$ cat config.mk
export PLATFORM = sky130hd
export DESIGN_NAME = bus_op_sequencer_flat
export DESIGN_NICKNAME = d
export VERILOG_FILES = /design/src/rtl/bus_op_sequencer_pkg.sv /design/src/rtl/bus_op_sequencer_if.sv /design/src/rtl/bus_op_sequencer_wait_counter.sv /design/src/rtl/bus_op_sequencer.sv /design/src/flat_wrapper.sv
export SDC_FILE = /design/constraint.sdc
export NUM_CORES = 1
export LEC_CHECK = 0
export ABC_AREA = 1
export CAP_MARGIN = 20
export CELL_PAD_IN_SITES_DETAIL_PLACEMENT = 0
export CELL_PAD_IN_SITES_GLOBAL_PLACEMENT = 2
export CORE_ASPECT_RATIO = 1.4
export CORE_UTILIZATION = 25
export CTS_CLUSTER_DIAMETER = 30
export DETAILED_ROUTE_END_ITERATION = 8
export PLACE_DENSITY = 0.74
export SETUP_SLACK_MARGIN = 0.02
export SLEW_MARGIN = 40
export SYNTH_ARGS = -nofsm -noshare
export SYNTH_HDL_FRONTEND = slang
export SYNTH_SLANG_ARGS = --single-unit
export TNS_END_PERCENT = 50
$ cat constraint.sdc
create_clock -name Clock -period 2.1 [get_ports Clock]
set_clock_uncertainty 0.2 [all_clocks]
set_input_delay 0.525 -clock Clock [delete_from_list [all_inputs] [get_ports Clock]]
set_output_delay 0.525 -clock Clock [all_outputs]
set_load 0.005 [all_outputs]
$ cat src/rtl/bus_op_sequencer_pkg.sv
`default_nettype none
// ---------------------------------------------------------------------------
// cpu_ctrl_pkg : shared states, opcodes and control-word decode
// Rev 1.0
// ---------------------------------------------------------------------------
package cpu_ctrl_pkg;

  typedef enum logic [1:0] {
    IDLE = 2'd0,
    T1   = 2'd1,
    T2   = 2'd2,
    T3   = 2'd3
  } state_e;

  localparam logic [1:0] OP_ADD = 2'b00;
  localparam logic [1:0] OP_SUB = 2'b01;
  localparam logic [1:0] OP_MUL = 2'b10;
  localparam logic [1:0] OP_DIV = 2'b11;

  localparam int unsigned MULDIV_CYCLES_DEFAULT = 4;

  localparam logic SEL_Y    = 1'b0;
  localparam logic SEL_FOUR = 1'b1;

  typedef struct packed {
    logic ready;
    logic busy;
    logic done;
    logic r1in;
    logic r1out;
    logic r2in;
    logic r2out;
    logic yin;
    logic zin;
    logic zout;
    logic sel_y;
    logic add;
    logic sub;
    logic mul;
    logic div;
  } ctrl_t;

  function automatic logic is_muldiv(input logic [1:0] op);
    return op[1];
  endfunction

  function automatic ctrl_t ctrl_decode(input state_e st, input logic [1:0] op);
    ctrl_t c;
    c       = '0;
    c.sel_y = SEL_Y;
    case (st)
      IDLE: c.ready = 1'b1;
      T1: begin
        c.busy  = 1'b1;
        c.r1out = 1'b1;
        c.yin   = 1'b1;
      end
      T2: begin
        c.busy  = 1'b1;
        c.r2out = 1'b1;
        c.zin   = 1'b1;
        c.add   = (op == OP_ADD);
        c.sub   = (op == OP_SUB);
        c.mul   = (op == OP_MUL);
        c.div   = (op == OP_DIV);
      end
      T3: begin
        c.ready = 1'b1;
        c.busy  = 1'b1;
        c.done  = 1'b1;
        c.zout  = 1'b1;
        c.r1in  = 1'b1;
      end
      default: c = '0;
    endcase
    return c;
  endfunction

endpackage
`default_nettype wire

$ cat src/rtl/bus_op_sequencer_if.sv
`default_nettype none
// ---------------------------------------------------------------------------
// bus_op_sequencer_if : instruction handshake and datapath control strobes
// Rev 1.0
// ---------------------------------------------------------------------------
interface bus_op_sequencer_if;

  logic       Start;
  logic [1:0] InstructionCode;
  logic       Ready;
  logic       Busy;
  logic       Done;
  logic       R1in;
  logic       R1out;
  logic       R2in;
  logic       R2out;
  logic       Yin;
  logic       Zin;
  logic       Zout;
  logic       SelectY;
  logic       Add;
  logic       Sub;
  logic       Mul;
  logic       Div;
  logic [1:0] Step;

  modport master (
    input  Start, InstructionCode,
    output Ready, Busy, Done, R1in, R1out, R2in, R2out, Yin, Zin, Zout,
           SelectY, Add, Sub, Mul, Div, Step
  );

  modport slave (
    output Start, InstructionCode,
    input  Ready, Busy, Done, R1in, R1out, R2in, R2out, Yin, Zin, Zout,
           SelectY, Add, Sub, Mul, Div, Step
  );

endinterface
`default_nettype wire

$ cat src/rtl/bus_op_sequencer_wait_counter.sv
`default_nettype none
// ---------------------------------------------------------------------------
// wait_counter : 4-bit loadable down-counter with zero flag
// Rev 1.0
// ---------------------------------------------------------------------------
module wait_counter (
  input  wire logic       clk_i,
  input  wire logic       rst_i,
  input  wire logic       load_i,
  input  wire logic       en_i,
  input  wire logic [3:0] load_val_i,
  output logic            zero_o
);

  logic [3:0] count_q;
  logic [3:0] count_d;

  always_comb begin
    count_d = count_q;
    if (load_i) begin
      count_d = load_val_i;
    end else if (en_i && (count_q != 4'd0)) begin
      count_d = count_q - 4'd1;
    end
  end

  always_ff @(posedge clk_i) begin
    if (rst_i) begin
      count_q <= 4'd0;
    end else begin
      count_q <= count_d;
    end
  end

  assign zero_o = (count_q == 4'd0);

endmodule
`default_nettype wire

$ cat src/rtl/bus_op_sequencer.sv
`default_nettype none
// ---------------------------------------------------------------------------
// bus_op_sequencer : T1/T2/T3 control sequencer for R1 <- R1 op R2
// Rev 1.0
// ---------------------------------------------------------------------------
module bus_op_sequencer
  import cpu_ctrl_pkg::*;
#(
  parameter int unsigned MULDIV_CYCLES = MULDIV_CYCLES_DEFAULT
) (
  input wire logic           Clock,
  input wire logic           Reset,
  bus_op_sequencer_if.master bus
);

  localparam logic [3:0] HOLD_LOAD = 4'(MULDIV_CYCLES - 1);

  state_e     state_q, state_d;
  logic [1:0] op_q, op_d;
  ctrl_t      ctrl_q, ctrl_d;
  logic       hold_zero;

  // Loaded during T1 so the count is ready on the first T2 cycle.
  wait_counter u_wait_counter (
    .clk_i      (Clock),
    .rst_i      (Reset),
    .load_i     (state_q == T1),
    .en_i       (state_q == T2),
    .load_val_i (HOLD_LOAD),
    .zero_o     (hold_zero)
  );

  always_comb begin
    state_d = state_q;
    op_d    = op_q;
    case (state_q)
      IDLE: begin
        if (bus.Start) begin
          state_d = T1;
          op_d    = bus.InstructionCode;
        end
      end
      T1: state_d = T2;
      T2: begin
        if (!is_muldiv(op_q) || hold_zero) begin
          state_d = T3;
        end
      end
      T3: begin
        if (bus.Start) begin
          state_d = T1;
          op_d    = bus.InstructionCode;
        end else begin
          state_d = IDLE;
        end
      end
      default: state_d = IDLE;
    endcase
    ctrl_d = ctrl_decode(state_d, op_d);
  end

  // Outputs are decoded from the next state so they switch on the same edge.
  always_ff @(posedge Clock) begin
    if (Reset) begin
      state_q <= IDLE;
      op_q    <= OP_ADD;
      ctrl_q  <= ctrl_decode(IDLE, OP_ADD);
    end else begin
      state_q <= state_d;
      op_q    <= op_d;
      ctrl_q  <= ctrl_d;
    end
  end

  assign bus.Ready   = ctrl_q.ready;
  assign bus.Busy    = ctrl_q.busy;
  assign bus.Done    = ctrl_q.done;
  assign bus.R1in    = ctrl_q.r1in;
  assign bus.R1out   = ctrl_q.r1out;
  assign bus.R2in    = ctrl_q.r2in;
  assign bus.R2out   = ctrl_q.r2out;
  assign bus.Yin     = ctrl_q.yin;
  assign bus.Zin     = ctrl_q.zin;
  assign bus.Zout    = ctrl_q.zout;
  assign bus.SelectY = ctrl_q.sel_y;
  assign bus.Add     = ctrl_q.add;
  assign bus.Sub     = ctrl_q.sub;
  assign bus.Mul     = ctrl_q.mul;
  assign bus.Div     = ctrl_q.div;
  assign bus.Step    = state_q;

endmodule
`default_nettype wire

$ cat src/flat_wrapper.sv
// flat-port wrapper written by rule: the top's interface ports become plain ports
module bus_op_sequencer_flat import cpu_ctrl_pkg::*;
#(
  parameter int unsigned MULDIV_CYCLES = MULDIV_CYCLES_DEFAULT
)
  (Clock, Reset, bus_Start, bus_InstructionCode, bus_Ready, bus_Busy, bus_Done, bus_R1in, bus_R1out, bus_R2in, bus_R2out, bus_Yin, bus_Zin, bus_Zout, bus_SelectY, bus_Add, bus_Sub, bus_Mul, bus_Div, bus_Step);
  bus_op_sequencer_if bus_i ();
  input wire logic Clock;
  input wire logic Reset;
  input wire logic [$bits(bus_i.Start)-1:0] bus_Start;
  input wire logic [$bits(bus_i.InstructionCode)-1:0] bus_InstructionCode;
  output wire logic [$bits(bus_i.Ready)-1:0] bus_Ready;
  output wire logic [$bits(bus_i.Busy)-1:0] bus_Busy;
  output wire logic [$bits(bus_i.Done)-1:0] bus_Done;
  output wire logic [$bits(bus_i.R1in)-1:0] bus_R1in;
  output wire logic [$bits(bus_i.R1out)-1:0] bus_R1out;
  output wire logic [$bits(bus_i.R2in)-1:0] bus_R2in;
  output wire logic [$bits(bus_i.R2out)-1:0] bus_R2out;
  output wire logic [$bits(bus_i.Yin)-1:0] bus_Yin;
  output wire logic [$bits(bus_i.Zin)-1:0] bus_Zin;
  output wire logic [$bits(bus_i.Zout)-1:0] bus_Zout;
  output wire logic [$bits(bus_i.SelectY)-1:0] bus_SelectY;
  output wire logic [$bits(bus_i.Add)-1:0] bus_Add;
  output wire logic [$bits(bus_i.Sub)-1:0] bus_Sub;
  output wire logic [$bits(bus_i.Mul)-1:0] bus_Mul;
  output wire logic [$bits(bus_i.Div)-1:0] bus_Div;
  output wire logic [$bits(bus_i.Step)-1:0] bus_Step;
  assign bus_i.Start = bus_Start;
  assign bus_i.InstructionCode = bus_InstructionCode;
  assign bus_Ready = bus_i.Ready;
  assign bus_Busy = bus_i.Busy;
  assign bus_Done = bus_i.Done;
  assign bus_R1in = bus_i.R1in;
  assign bus_R1out = bus_i.R1out;
  assign bus_R2in = bus_i.R2in;
  assign bus_R2out = bus_i.R2out;
  assign bus_Yin = bus_i.Yin;
  assign bus_Zin = bus_i.Zin;
  assign bus_Zout = bus_i.Zout;
  assign bus_SelectY = bus_i.SelectY;
  assign bus_Add = bus_i.Add;
  assign bus_Sub = bus_i.Sub;
  assign bus_Mul = bus_i.Mul;
  assign bus_Div = bus_i.Div;
  assign bus_Step = bus_i.Step;
  bus_op_sequencer #(.MULDIV_CYCLES(MULDIV_CYCLES)) u_core (.Clock(Clock), .Reset(Reset), .bus(bus_i));
endmodule
==> run metrics <==
Final Wtd Congestion 0.7270; GR Overflow Total 0; #FFs+latches synth 17; Setup Viol. Count Final 0; max-cap violations 0; total global-route track usage 9.745%; Post-Route WL approximately 1500 um; Post-CTS Resized 0; worst-path maximum fanout 2; crit-path cells clkdlybuf4s50_1 > o21ai_0 > o21a_1 > nand2_1 > inv_1 > ha_1 > or2_2; CTS Buf Count 3; initial core utilization between 20% and 30%; Static Leak approximately 0.50 nW; Remaining DRCs 0; DP Area between 0.001 and 0.0015 mm^2; vias in the first global route 620; Antenna Nets Post-Route 0; largest net degree at the start of global routing 10; crit path DAT between 1500 and 2000 ps; post-synthesis cell type count 20; reg-to-reg startpoint u_core.u_wait_counter.count_q[0]; commonest non-fill, non-tap cell in the layout clkdlybuf4s50_1; power per cell area ~1100 mW/mm^2; # Post-CTS Setup Buffers 0; Slew Limit Fails 0; CP Launch Point bus_Start; nets 140; maximum operating frequency slightly above 500 MHz; Core ar. about 0.0031 mm^2; hold buffers post-CTS 0; RSZ-0062 raised after global routing false; status complete, no violations; DIE AREA ~0.0035 mm^2; Startpoint Class primary input; leading area contributor after synthesis dfxtp_1; design area roughly 0.0011 mm^2; CTS root buffer clkbuf_8; initial antenna violation count 0; initial drt markers 4; DP HPWL ~1200 um; post-synthesis sequential area ratio 42.24%; Layout area overhead 34.78%; Die Height ~69 um; CTS Buffer Depth 2; Finished Layout Cells 164; CTS tree built; mapped cell area approximately 810 um^2; final-report hold violation count 0; CP max stage delay roughly 470 ps; Vias between 600 and 700; worst reg2reg setup slack approximately 170 ps; maximum VDD drop slightly above 0.5 mV; post-synth top area share 42.24%; synthesized instance count 103; layout cells sized above 1 around 14%; min-delay worst type reg2reg; Skew-Pair Late Insertion Delay about 250 ps; I/O Pins 22; first-pass GRT wire length 2566 um; IO buf count 19; diodes inserted 0; most frequent cells in the layout 19 x clkdlybuf4s50_1, 17 x nand2_1, 16 x inv_1; H-tree depth 1; Hold Startpoint u_core.u_wait_counter.count_q[3]; Slowest-stage cell, CP clkdlybuf4s50_1; final critical-path setup slack roughly 160 ps; Vias/cell roughly 3.8; CTS sink count 17; period utilisation layout between 90 and 100%; die width about 50 um; total negative slack 0 ps; dpl cells 160; drt wl/cell around 9.2 um; cells taking the most area after synthesis dfxtp_1 42%, ha_1 14%, nand2_1 7.9%; warnings from Yosys 0; Syn Area/Cell just under 8 um^2; Worst-path clk slew about 60 ps; Worst Setup End Kind flip-flop; Critical Path RT between 2000 and 2500 ps; Initial DRT Pass Iterations 4; cell row count 24; critical path type in2reg; dpl ws -97.21 ps; post-layout min period 1942 ps
[power by group]
part	internal (mW)	switching, mW	leakage [nW]	total [mW]
logic	0.281	0.273	0.341	0.554
registers	0.398	0.0389	0.140	0.437
clock network	0.134	0.103	0.0228	0.237
total	0.814	0.414	0.504	1.23
[registers in the layout, indices dropped and copies added (netlist names)]
name / cells
u_core.bus.Yin: 1
u_core.bus.R2out: 1
u_core.bus.Add: 1
u_core.op_q: 2
u_core.bus.Busy: 1
u_core.bus.Mul: 1
u_core.bus.Step: 2
u_core.u_wait_counter.count_q: 4
u_core.bus.Sub: 1
u_core.bus.Done: 1
u_core.bus.Div: 1
u_core.bus.Ready: 1
[final timing paths]
kind | to | depth (start not counted)
max | u_core.bus.Ready | 7
min | u_core.u_wait_counter.count_q[3] | 2
min reg2reg | u_core.u_wait_counter.count_q[3] | 2
max reg2reg | u_core.bus.Ready | 9
[kinds of logic after synthesis]
family                     count (synthesis)  share of synthesized area, %
other                                      1                        0.4654
buffers and inverters                     25                         14.60
DFF                                       17                         42.24
and+or+nand+nor                           44                         23.60
adders and majority gates                  9                         13.98
AOI/OAI and AO/OA                          7                         5.124
[synthesized netlist by cell type]
cell type  instances
nand4_1            1
nand3b_1           1
nor2_1            14
o21a_1             1
nand3_1            5
nand2_2            2
o21ai_2            1
nand2_1           17
inv_1             16
conb_1             1
or2_2              1
inv_2              2
buf_4              6
o21ai_0            1
nor3_1             2
a21oi_1            4
buf_2              1
ha_1               9
dfxtp_1           17
nor2_2             1
[area by class of cell]
| type | instances | area [um^2] |
|---|---|---|
| clock buffers | 4 | 45.04 |
| inverters | 18 | 67.56 |
| repair buffers | 24 | 227.7 |
| well taps | 39 | 48.80 |
| flip-flops and latches | 17 | 342.8 |
| multi-input cells | 62 | 354.1 |
| fillers | 338 | 2007 |
[critical path: cells and delay by family]
| kind | cells | cell delay, ps |
|---|---|---|
| and+or+nand+nor | 2 | 360 |
| AOI/OAI and AO/OA | 2 | 190 |
| adders and majority gates | 1 | 270 |
| buffers and inverters | 2 | 530 |
[metrics by stage]
stage                     util [%]  hold slack, ps  total power [mW]
after detailed placement     33.50           315.5             1.005
after global placement       33.50           301.7             1.005
after CTS                    34.95           324.1             1.255
after floorplan                  -           275.2            0.7830
after global routing         35.11           339.9             1.346
final                        35.11           315.5             1.228
[metal layers]
| metal | global-route usage, % | vias to the layer above | wire, um | part of all wire, % |
|---|---|---|---|---|
| li1 | - | 346 | - | - |
| met1 | 10.40 | 266 | 639 | 42 |
| met2 | 16.74 | 8 | 795 | 53 |
| met3 | 2.412 | 2 | 49 | 3.3 |
| met4 | 5.714 | 0 | 22 | 1.5 |
| met5 | 0 | - | 0 | 0 |
Power figures use the tool's default switching activity.
